File: src/rtl/uart_tx_sched.sv
// uart_tx_sched: round-robin arbiter for NUM_REQ byte sources sharing one
// 8N1 UART transmit line. A grant is issued only from IDLE. The granted byte
// is latched, and its frame starts on the same edge that pulses REQ_READY.
module uart_tx_sched #(
  parameter int BAUD_RATE     = 9600,
  parameter int CLOCK_FREQ_HZ = 12000000,
  parameter int NUM_REQ       = 4
) (
  input  logic                                            CLK,
  input  logic                                            RESETN,
  input  logic [NUM_REQ-1:0]                              REQ_VALID,
  input  logic [8*NUM_REQ-1:0]                            REQ_DATA,
  output logic [NUM_REQ-1:0]                              REQ_READY,
  output logic                                            TX,
  output logic                                            BUSY,
  output logic [((NUM_REQ > 2) ? $clog2(NUM_REQ) : 1)-1:0] GRANT_ID
);

  localparam int BIT_PERIOD = CLOCK_FREQ_HZ / BAUD_RATE;
  localparam int CW         = (BIT_PERIOD > 2) ? $clog2(BIT_PERIOD) : 1;
  localparam int IDW        = (NUM_REQ > 2) ? $clog2(NUM_REQ) : 1;
  localparam logic [CW-1:0] BIT_LAST = CW'(BIT_PERIOD - 1);

  typedef enum logic [1:0] {
    S_IDLE  = 2'd0,
    S_START = 2'd1,
    S_DATA  = 2'd2,
    S_STOP  = 2'd3
  } state_t;

  state_t          state_reg;
  logic [CW-1:0]   bit_cnt_reg;
  logic [2:0]      data_idx_reg;
  logic [7:0]      shift_reg;
  logic [IDW-1:0]  last_reg;

  logic [7:0]      req_byte [NUM_REQ];
  logic            grant_found;
  logic [IDW-1:0]  grant_idx;
  logic [IDW-1:0]  cand_sel;
  int              cand_idx;

  // Unpack the flat data bus into one byte per requester.
  for (genvar gi = 0; gi < NUM_REQ; gi++) begin : g_unpack
    assign req_byte[gi] = REQ_DATA[8*gi +: 8];
  end

  wire bit_done = (bit_cnt_reg == BIT_LAST);

  // Round-robin search starting just after the last granted requester, so the
  // most recently served source always has the lowest priority.
  always_comb begin
    grant_found = 1'b0;
    grant_idx   = '0;
    cand_idx    = 0;
    cand_sel    = '0;
    for (int i = 1; i <= NUM_REQ; i++) begin
      cand_idx = int'(last_reg) + i;
      if (cand_idx >= NUM_REQ) cand_idx = cand_idx - NUM_REQ;
      cand_sel = IDW'(cand_idx);
      if (!grant_found && REQ_VALID[cand_sel]) begin
        grant_found = 1'b1;
        grant_idx   = cand_sel;
      end
    end
  end

  // Frame FSM: all outputs are registered so TX and REQ_READY change together.
  always_ff @(posedge CLK or negedge RESETN) begin
    if (!RESETN) begin
      state_reg    <= S_IDLE;
      TX           <= 1'b1;
      BUSY         <= 1'b0;
      REQ_READY    <= '0;
      GRANT_ID     <= '0;
      last_reg     <= IDW'(NUM_REQ - 1);
      bit_cnt_reg  <= '0;
      data_idx_reg <= '0;
      shift_reg    <= '0;
    end else begin
      REQ_READY <= '0;
      case (state_reg)
        S_IDLE: begin
          TX           <= 1'b1;
          BUSY         <= 1'b0;
          bit_cnt_reg  <= '0;
          data_idx_reg <= '0;
          if (grant_found) begin
            REQ_READY <= NUM_REQ'(1) << grant_idx;
            shift_reg <= req_byte[grant_idx];
            GRANT_ID  <= grant_idx;
            last_reg  <= grant_idx;
            state_reg <= S_START;
            TX        <= 1'b0;
            BUSY      <= 1'b1;
          end
        end
        S_START: begin
          if (bit_done) begin
            bit_cnt_reg <= '0;
            state_reg   <= S_DATA;
            TX          <= shift_reg[0];
            shift_reg   <= shift_reg >> 1;
          end else begin
            bit_cnt_reg <= bit_cnt_reg + CW'(1);
          end
        end
        S_DATA: begin
          if (bit_done) begin
            bit_cnt_reg <= '0;
            if (data_idx_reg == 3'd7) begin
              state_reg <= S_STOP;
              TX        <= 1'b1;
            end else begin
              data_idx_reg <= data_idx_reg + 3'd1;
              TX           <= shift_reg[0];
              shift_reg    <= shift_reg >> 1;
            end
          end else begin
            bit_cnt_reg <= bit_cnt_reg + CW'(1);
          end
        end
        S_STOP: begin
          if (bit_done) begin
            bit_cnt_reg <= '0;
            state_reg   <= S_IDLE;
            BUSY        <= 1'b0;
          end else begin
            bit_cnt_reg <= bit_cnt_reg + CW'(1);
          end
        end
        default: begin
          state_reg <= S_IDLE;
          TX        <= 1'b1;
          BUSY      <= 1'b0;
        end
      endcase
    end
  end

endmodule
File: config.mk
export PLATFORM = sky130hd
export DESIGN_NAME = uart_tx_sched
export DESIGN_NICKNAME = d
export VERILOG_FILES = /design/src/rtl/uart_tx_sched.sv
export SDC_FILE = /design/constraint.sdc
export NUM_CORES = 1
export LEC_CHECK = 0
export CORE_AREA = 5 5 88 69
export CTS_CLUSTER_DIAMETER = 50
export DETAILED_ROUTE_END_ITERATION = 16
export DIE_AREA = 0 0 93 74
export PLACE_DENSITY = 0.75
export SLEW_MARGIN = 20
export SYNTH_ARGS = -nofsm -noshare
export SYNTH_HDL_FRONTEND = slang
export SYNTH_SLANG_ARGS = --single-unit
File: constraint.sdc
create_clock -name CLK -period 3.6 [get_ports CLK]
set_input_delay 1.08 -clock CLK [delete_from_list [all_inputs] [get_ports CLK]]
set_output_delay 1.08 -clock CLK [all_outputs]
set_load 0.005 [all_outputs]
Yosys cells after proc, flatten, opt, wreduce, memory -nomap -nowiden:

Index checks and enable logic that the tools add are counted.

* register bits after elaboration: 34
* bits in latches: 0
* memory bits (writable): 0
* memory bits (read-only): 0
* input port bits: 38
* word-level logic and storage cells: 107
* memories kept: 0

* add/subtract/negate cells: 10
* $mul: 0
* divide/modulo/power cells: 0
* order comparisons: 9
* equality and inequality tests: 11
* shifts and indexed selects: 1
* multiplexer cells: 49
* bitwise logic cells: 1
* reduce and logical (&&, ||, !) cells: 17

Operators by type and width (number)
* $mux W8: 6
* $mux W2: 13
* $pmux W8 S3: 1
* $pmux W11 S2: 1
* $bmux W8 S2: 1
* $mux W1: 14
* $ge A3 B3 Y1 const B: 4
* $lt A2 B3 Y1 const B: 4
* $ne A2 B2 Y1 const B: 6
* $add A11 B1 Y11 const B: 1
* $eq A11 B11 Y1 const B: 1
* $mux W11: 1
* $reduce_and A5 Y1: 2
* $bmux W1 S2: 4
* $mux W4: 2
* $pmux W2 S4: 1
* $sub A2 B1 Y2 const B: 4
* $add A2 B2 Y3 const B: 2
* $mux W3: 2
* $pmux W3 S2: 1
* $reduce_and A3 Y1: 2
* $add A2 B3 Y4 const B: 1
* $eq A2 B2 Y1 const B: 2
* $ge A4 B3 Y1 const B: 1
* other kinds (15): 21

Logic depth before layout (Yosys ltp):

Gate-level depths: netlist (run 1).

* depth in word-level cells: 21
* gate-level depth with buffers: 9
* depth with buffers taken out: 7

Worst setup path before layout (run 1):

OpenSTA, ideal clock, no wires.

* kind: input to register
* from: input REQ_VALID[0]
* to: register shift_reg[7]
* library setup time: 0.132 ns
* arrival: 2.148 ns
* required time: 3.468 ns
* path slack: 1.320 ns
* stages on the path: 6
* cells stage by stage: nor2_1 > o21ai_1 > clkbuf_1 > and4_1 > o21ai_0 > a31oi_2

* word-level cells in the longest chain between the ends: 18

RTL lines
* start: declaration: line 11 `input logic [NUM_REQ-1:0] REQ_VALID,`
* $bmux W1 S2: line 61 `if (!grant_found && REQ_VALID[cand_sel]) begin`
* $mux W1 (implied by the code): line 61
* $mux W1: line 61
* $logic_not A1 Y1: line 61
* $logic_and A1 B1 Y1: line 61
* $mux W1: line 61
* $logic_not A1 Y1: line 61
* $logic_and A1 B1 Y1: line 61
* $mux W1: line 61
* $logic_not A1 Y1: line 61
* $logic_and A1 B1 Y1: line 61
* $mux W2: line 61
* $not A2 Y3 (implied by the code): line 90 `shift_reg <= req_byte[grant_idx];`
* $bmux W8 S2: line 90
* $mux W8 (implied by the code) (2 in series): line 90
* $mux W8: line 88 `if (grant_found) begin`
* $pmux W8 S3: line 82 `case (state_reg)`
* end signal: assignment: line 90
* end signal: assignment: line 103 `shift_reg <= shift_reg >> 1;`
* end signal: assignment: line 117 `shift_reg <= shift_reg >> 1;`
* end: declaration: line 34 `logic [7:0] shift_reg;`

Several ways; a longest one is shown, not always the timed one. The select of a mux whose other input is x is not followed.
A chain may end at the register's enable or synchronous reset.

Worst setup path in the final report (run 1):

* from: input REQ_VALID[3]
* to: register shift_reg[7]

The elaborated chain is that of the path after synthesis.

==> results of run 1 <==
## placed cells by master (no fill, tap or decap), types with 8 or more instances in the layout
cell type,netlist,final
dfrtp_1,31,31
ha_1,8,8
nand2b_1,10,10
nor2_1,24,24
a31oi_1,16,16
clkdlybuf4s50_1,0,45
inv_1,14,14
and4_1,10,10
nand2_1,16,16
o21ai_0,14,14
## power by group
| group | switching (mW) | leakage, nW | internal [mW] |
|---|---|---|---|
| Combinational | 0.586 | 0.698 | 0.495 |
| Clock | 0.145 | 0.0504 | 0.206 |
| Sequential | 0.105 | 0.427 | 0.529 |
## per-layer routing
| layer | vias up | global-route usage | wire length (µm) |
|---|---|---|---|
| li1 | 960 | - | - |
| met1 | 911 | 0.2117 | 2526 |
| met2 | 49 | 0.2267 | 2184 |
| met3 | 2 | 0.04348 | 268 |
| met4 | 0 | 0.04390 | 36 |
| met5 | - | 0 | 0 |
## layout make-up
| cell class | count | area [µm²] | share of cell area |
|---|---|---|---|
| clock buffer | 5 | 68.82 | 0.02458 |
| clock inverter | 3 | 45.04 | 0.01609 |
| inverter | 14 | 52.55 | 0.01877 |
| multi-input combinational | 176 | 1229 | 0.4388 |
| sequential | 34 | 854.6 | 0.3052 |
| tap | 62 | 77.57 | 0.02770 |
| timing repair buffer | 48 | 473.0 | 0.1689 |
## kinds of logic (layout without fill, tap and decap cells)
family	Yosys count	after routing
buffers and inverters	30	70
AOI/OAI and AO/OA	66	66
DFF	34	34
adders and majority gates	8	8
and+or+nand+nor	89	89
xor gates and xnor gates	8	8
muxes	5	5
## worst max-delay path: stages
cell             delay (ns)
clkdlybuf4s50_1        0.54
and2b_1                0.19
o221a_2                0.42
nor2b_1                0.43
o21ai_0                0.22
a31oi_2                0.20
## stage by stage
stage	hold WS [ns]	std cells	utilization	total power, mW	cell area [µm²]
final	0.5033	342	0.5406	2.067	2800
after floorplan	0.4632	240	-	1.453	2220
after CTS	0.5129	342	0.5406	2.076	2800
after detailed placement	0.4925	334	0.5186	1.724	2686
after global placement	0.4681	334	0.5186	1.692	2686
after global routing	0.5356	342	0.5406	2.232	2800
## worst min path at each step
stage | slack (ns) | startpoint | to | cells past startpoint
global route | 0.54 | last_reg[1] | last_reg[1] | 2
finish | 0.50 | last_reg[1] | last_reg[1] | 2
floorplan | 0.46 | last_reg[1] | last_reg[1] | 2
global placement | 0.47 | GRANT_ID[1] | GRANT_ID[1] | 2
detailed placement | 0.49 | GRANT_ID[1] | GRANT_ID[1] | 2
CTS | 0.51 | last_reg[1] | last_reg[1] | 2
==> impl_metrics.py, run 1 <==
metrics = {
    "outcome": {
        "outcome": "finished clean",
    },
    "synthesis": {
        "ys.flop_type": "dfrtp_1",
        "synth.cells.most_frequent": "31 x dfrtp_1, 24 x nor2_1, 16 x a31oi_1, 16 x nand2_1",
        "syn_area_per_cell_um2": 9.248,
        "synth.area.mux_share": 0.02480,
        "synth_top_area_cell": "dfrtp_1",
        "synth_top_family_by_area": "simple AND/OR/NAND/NOR gates",
        "synth_warnings": 0,
        "ys_types": 48,
        "synthSimpleGateAreaFrac": 0.2345,
        "synth_area_um2": 2220,
        "synth_area_leaders": "dfrtp_1 35%, a31oi_1 4.5%, ha_1 4.5%, nor2_1 4.1%, and4_1 3.9%",
        "async_flop_share": 1.000,
        "synth_fa_ha_area_frac": 0.04510,
        "yosysTopAreaCellShare": 0.3495,
        "syn_nets": 286,
        "ys_seq_area_frac": 0.3850,
        "synth-xor-area-share": 0.03157,
        "synth.most_common_cell": "dfrtp_1",
        "ys_ff_latch": 34,
        "syn_inst": 240,
        "synth_edf_count": 0,
        "synth-compound-area-share": 0.2176,
    },
    "global_route": {
        "antenna_found_initial": 0,
        "grt_first_pass_wirelength_um": 8321,
        "gr-total-overflow": 0,
        "grt_start_max_net_pins": 35,
        "globalRouteTotalUtil": 0.1503,
        "grt_pass1_vias": 1798,
    },
    "sta": {
        "rsz0062_at_grt": "false",
        "finalSetupTns_ns": 0,
        "fin_ws_ns": 0.7347,
        "slew_headroom": 0.5184,
        "setup_viol_count_final": 0,
        "min_period_over_period": 0.7959,
        "hold_viol": 0,
        "tightest_slew_ns": 0.7224,
        "fin_crit_ns": 2.865,
        "finClkSkew_ns": 0.004284,
        "fmax_mhz": 349.0,
        "maxSlewViolCount": 0,
    },
    "cts": {
        "clock_latency_ns": 0.29,
        "cts-root-buf": "clkbuf_8",
        "cts-resized-gates": 0,
        "clock_sinks": 34,
        "cts_setup_buffers": 0,
        "postCtsHoldBufs": 0,
        "clock_path_buffers": 2,
        "cts_tree": "done",
        "cts-htree-levels": 2,
        "clk_pin_slew_ns": 0.07,
        "numCtsBuffers": 5,
    },
    "floorplan": {
        "design.core.area_um2": 5180,
        "fp-row-count": 23,
        "dieArea_um2": 6882,
        "die_x_um": 93,
        "initial_utilization": 0.4285,
        "die_h_um": 74,
        "io_pins": 46,
    },
    "pwr": {
        "p_leak_nw": 1.175,
        "power_density_nw_per_um2": 738.1,
        "vdd_drop_max_mv": 0.3567,
    },
    "worst_setup_path": {
        "critPathArrivalTime_ns": 3.08,
        "path_class": "primary input to flop",
        "crit_fanout": 17,
        "r2r-start": "last_reg[0]",
        "startpoint": "REQ_VALID[3]",
        "rr_endpoint": "shift_reg[2]",
        "r2r_slack_ns": 1.50,
        "critPathCapture": "shift_reg[7]",
        "cp.required_ns": 3.81,
        "start_kind": "primary input",
        "ff2ff_path_depth": 5,
        "cp-end-kind": "flop",
    },
    "job": {
        "drv_cap": 0,
    },
    "placed_design": {
        "dp_slack_ns": 0.4355,
        "portBuffers": 45,
        "place_congestion": 0.8840,
        "dp_hpwl_um": 3774,
    },
    "cells_and_area": {
        "nFillCells": 460,
        "layout.nets": 325,
        "largest_register_ffs": 11,
        "antenna_cells": 0,
        "area_growth_pct": 26.16,
        "drive_gt1_frac": 0.1000,
    },
    "routing": {
        "drtPass1Iterations": 4,
        "viasPerCell": 5.620,
        "drcViolationCount": 0,
        "vias": 1922,
        "drt_iter0_drc": 140,
        "wirelength_um": 5015,
        "drtAntennaViolNets": 0,
        "wire_per_inst_um": 14.66,
    },
    "min_path": {
        "hold_path_class": "flop to flop",
    },
}
Note: power is estimated with default switching activity, not from simulation.
==> inputs of run 2 (changes only) <==
- clock period: 3.6 -> 2.7 ns (I/O delays scaled with it)
==> run 2 against run 1 <==
- non-clock buffer count rose by 7
- first-iteration DRC count down 17%
- sequential power increased by 33%
- cell area up 3.2%
- register-to-register slack got worse by 0.85 ns
- largest cell class unchanged
- largest power group unchanged
==> impl_metrics.py, run 2 (synthesized netlist as in run 1, its figures left out) <==
metrics = {
    "routing": {
        "wirelength_um": 5028,
        "wire_per_inst_um": 14.41,
        "drtAntennaViolNets": 0,
        "vias": 1952,
        "drtPass1Iterations": 5,
        "drcViolationCount": 0,
        "viasPerCell": 5.593,
        "drt_iter0_drc": 116,
    },
    "global_route": {
        "gr-total-overflow": 0,
        "met2_usage": 0.2314,
        "use_met3": 0.02427,
        "top_usage_layer": "met2",
        "grt_pass1_vias": 1818,
        "antenna_found_initial": 0,
        "globalRouteTotalUtil": 0.1527,
        "grt_start_max_net_pins": 35,
        "use_met1": 0.2253,
        "grt_first_pass_wirelength_um": 8459,
    },
    "floorplan": {
        "io_pins": 46,
        "dieArea_um2": 6882,
        "die_x_um": 93,
        "die_h_um": 74,
        "fp-row-count": 23,
        "initial_utilization": 0.4285,
        "design.core.area_um2": 5180,
    },
    "pwr": {
        "vdd_drop_max_mv": 0.5953,
        "power_density_nw_per_um2": 989.6,
        "p_leak_nw": 1.224,
    },
    "min_path": {
        "hold_path_class": "flop to flop",
        "holdPathEnd": "last_reg[1]",
        "worstHoldPathCells": 2,
        "min_from": "last_reg[1]",
    },
    "cells_and_area": {
        "area_growth_pct": 30.21,
        "drive_gt1_frac": 0.1220,
        "layout.nets": 332,
        "layout_commonest_cell": "clkdlybuf4s50_1",
        "most-common-layout-cells": "45 x clkdlybuf4s50_1, 31 x dfrtp_1, 24 x nor2_1",
        "nFillCells": 466,
        "largest_register_ffs": 11,
        "antenna_cells": 0,
        "final_design_area_no_fill_um2": 2890,
    },
    "worst_setup_path": {
        "r2r-start": "state_reg[0]",
        "start_kind": "primary input",
        "cp-end-kind": "flop",
        "rr_endpoint": "shift_reg[2]",
        "path_class": "primary input to flop",
        "ff2ff_path_depth": 5,
        "crit_fanout": 8,
        "cp.required_ns": 2.91,
        "r2r_slack_ns": 0.65,
        "critPathArrivalTime_ns": 2.69,
    },
    "cts": {
        "postCtsHoldBufs": 0,
        "clock_path_buffers": 2,
        "cts_tree": "done",
        "clock_sinks": 34,
        "cts-htree-levels": 2,
        "numCtsBuffers": 5,
        "clock_latency_ns": 0.29,
        "cts-resized-gates": 0,
        "clk_pin_slew_ns": 0.07,
        "cts_setup_buffers": 0,
        "cts-root-buf": "clkbuf_8",
    },
    "sta": {
        "fin_crit_ns": 2.483,
        "setup_viol_count_final": 0,
        "slew_headroom": 0.5570,
        "maxSlewViolCount": 0,
        "min_period_over_period": 0.9198,
        "hold_viol": 0,
        "fmax_mhz": 402.7,
        "tightest_slew_ns": 0.6644,
        "rsz0062_at_grt": "false",
        "hold_ws_ns": 0.5018,
        "finClkSkew_ns": 0.005446,
    },
    "outcome": {
        "outcome": "finished clean",
    },
    "job": {
        "drv_cap": 0,
    },
    "placed_design": {
        "place_congestion": 0.8543,
        "dp_hpwl_um": 3913,
        "portBuffers": 45,
        "placed_area_um2": 2776,
    },
}
-- run 2: metal layers --
metal	wire length, µm	vias up
li1	-	975
met1	2549	932
met2	2239	41
met3	197	4
met4	41	0
met5	0	-
-- run 2: cell type report --
class	count	area [µm²]	area share
Multi-Input combinational cell	176	1229	0.4251
Sequential cell	34	854.6	0.2957
Timing Repair Buffer	55	563.0	0.1948
Tap cell	62	77.57	0.02684
Clock buffer	5	68.82	0.02381
Inverter	14	52.55	0.01818
Clock inverter	3	45.04	0.01558
-- run 2: how the worst max path moves through the flow --
stage,slack (ns),start,depth (start not counted),to
6_report,0.22,REQ_VALID[3],6,shift_reg[2]
3_5_place_dp,-0.04,REQ_VALID[3],6,shift_reg[3]
2_1_floorplan,0.69,REQ_VALID[0],6,shift_reg[7]
3_3_place_gp,0.01,REQ_VALID[3],6,shift_reg[7]
4_1_cts,0.26,REQ_VALID[3],6,shift_reg[3]
5_1_grt,0.1,REQ_VALID[3],6,shift_reg[3]
-- run 2: through the flow --
stage	worst slack (ns)	util	setup TNS, ns	cells	total power, mW
5_1_grt	0.09591	0.5580	0	349	3.101
4_1_cts	0.2581	0.5580	0	349	2.870
2_1_floorplan	0.6902	-	0	240	1.937
6_report	0.2165	0.5580	0	349	2.860
3_3_place_gp	0.01076	0.5360	0	341	2.365
3_5_place_dp	-0.04189	0.5360	-0.1065	341	2.401
-- run 2: power by group --
group	total (mW)	internal, mW	switching (mW)	leakage [nW]
Clock	0.469	0.274	0.194	0.0504
Combinational	1.55	0.741	0.807	0.747
Sequential	0.844	0.706	0.138	0.427
-- run 2: worst max-delay path, cell delays in order --
cell	delay, ns
clkdlybuf4s50_1	0.54
and2b_1	0.19
o221a_2	0.29
nor2b_1	0.44
o21ai_0	0.21
a31oi_1	0.21
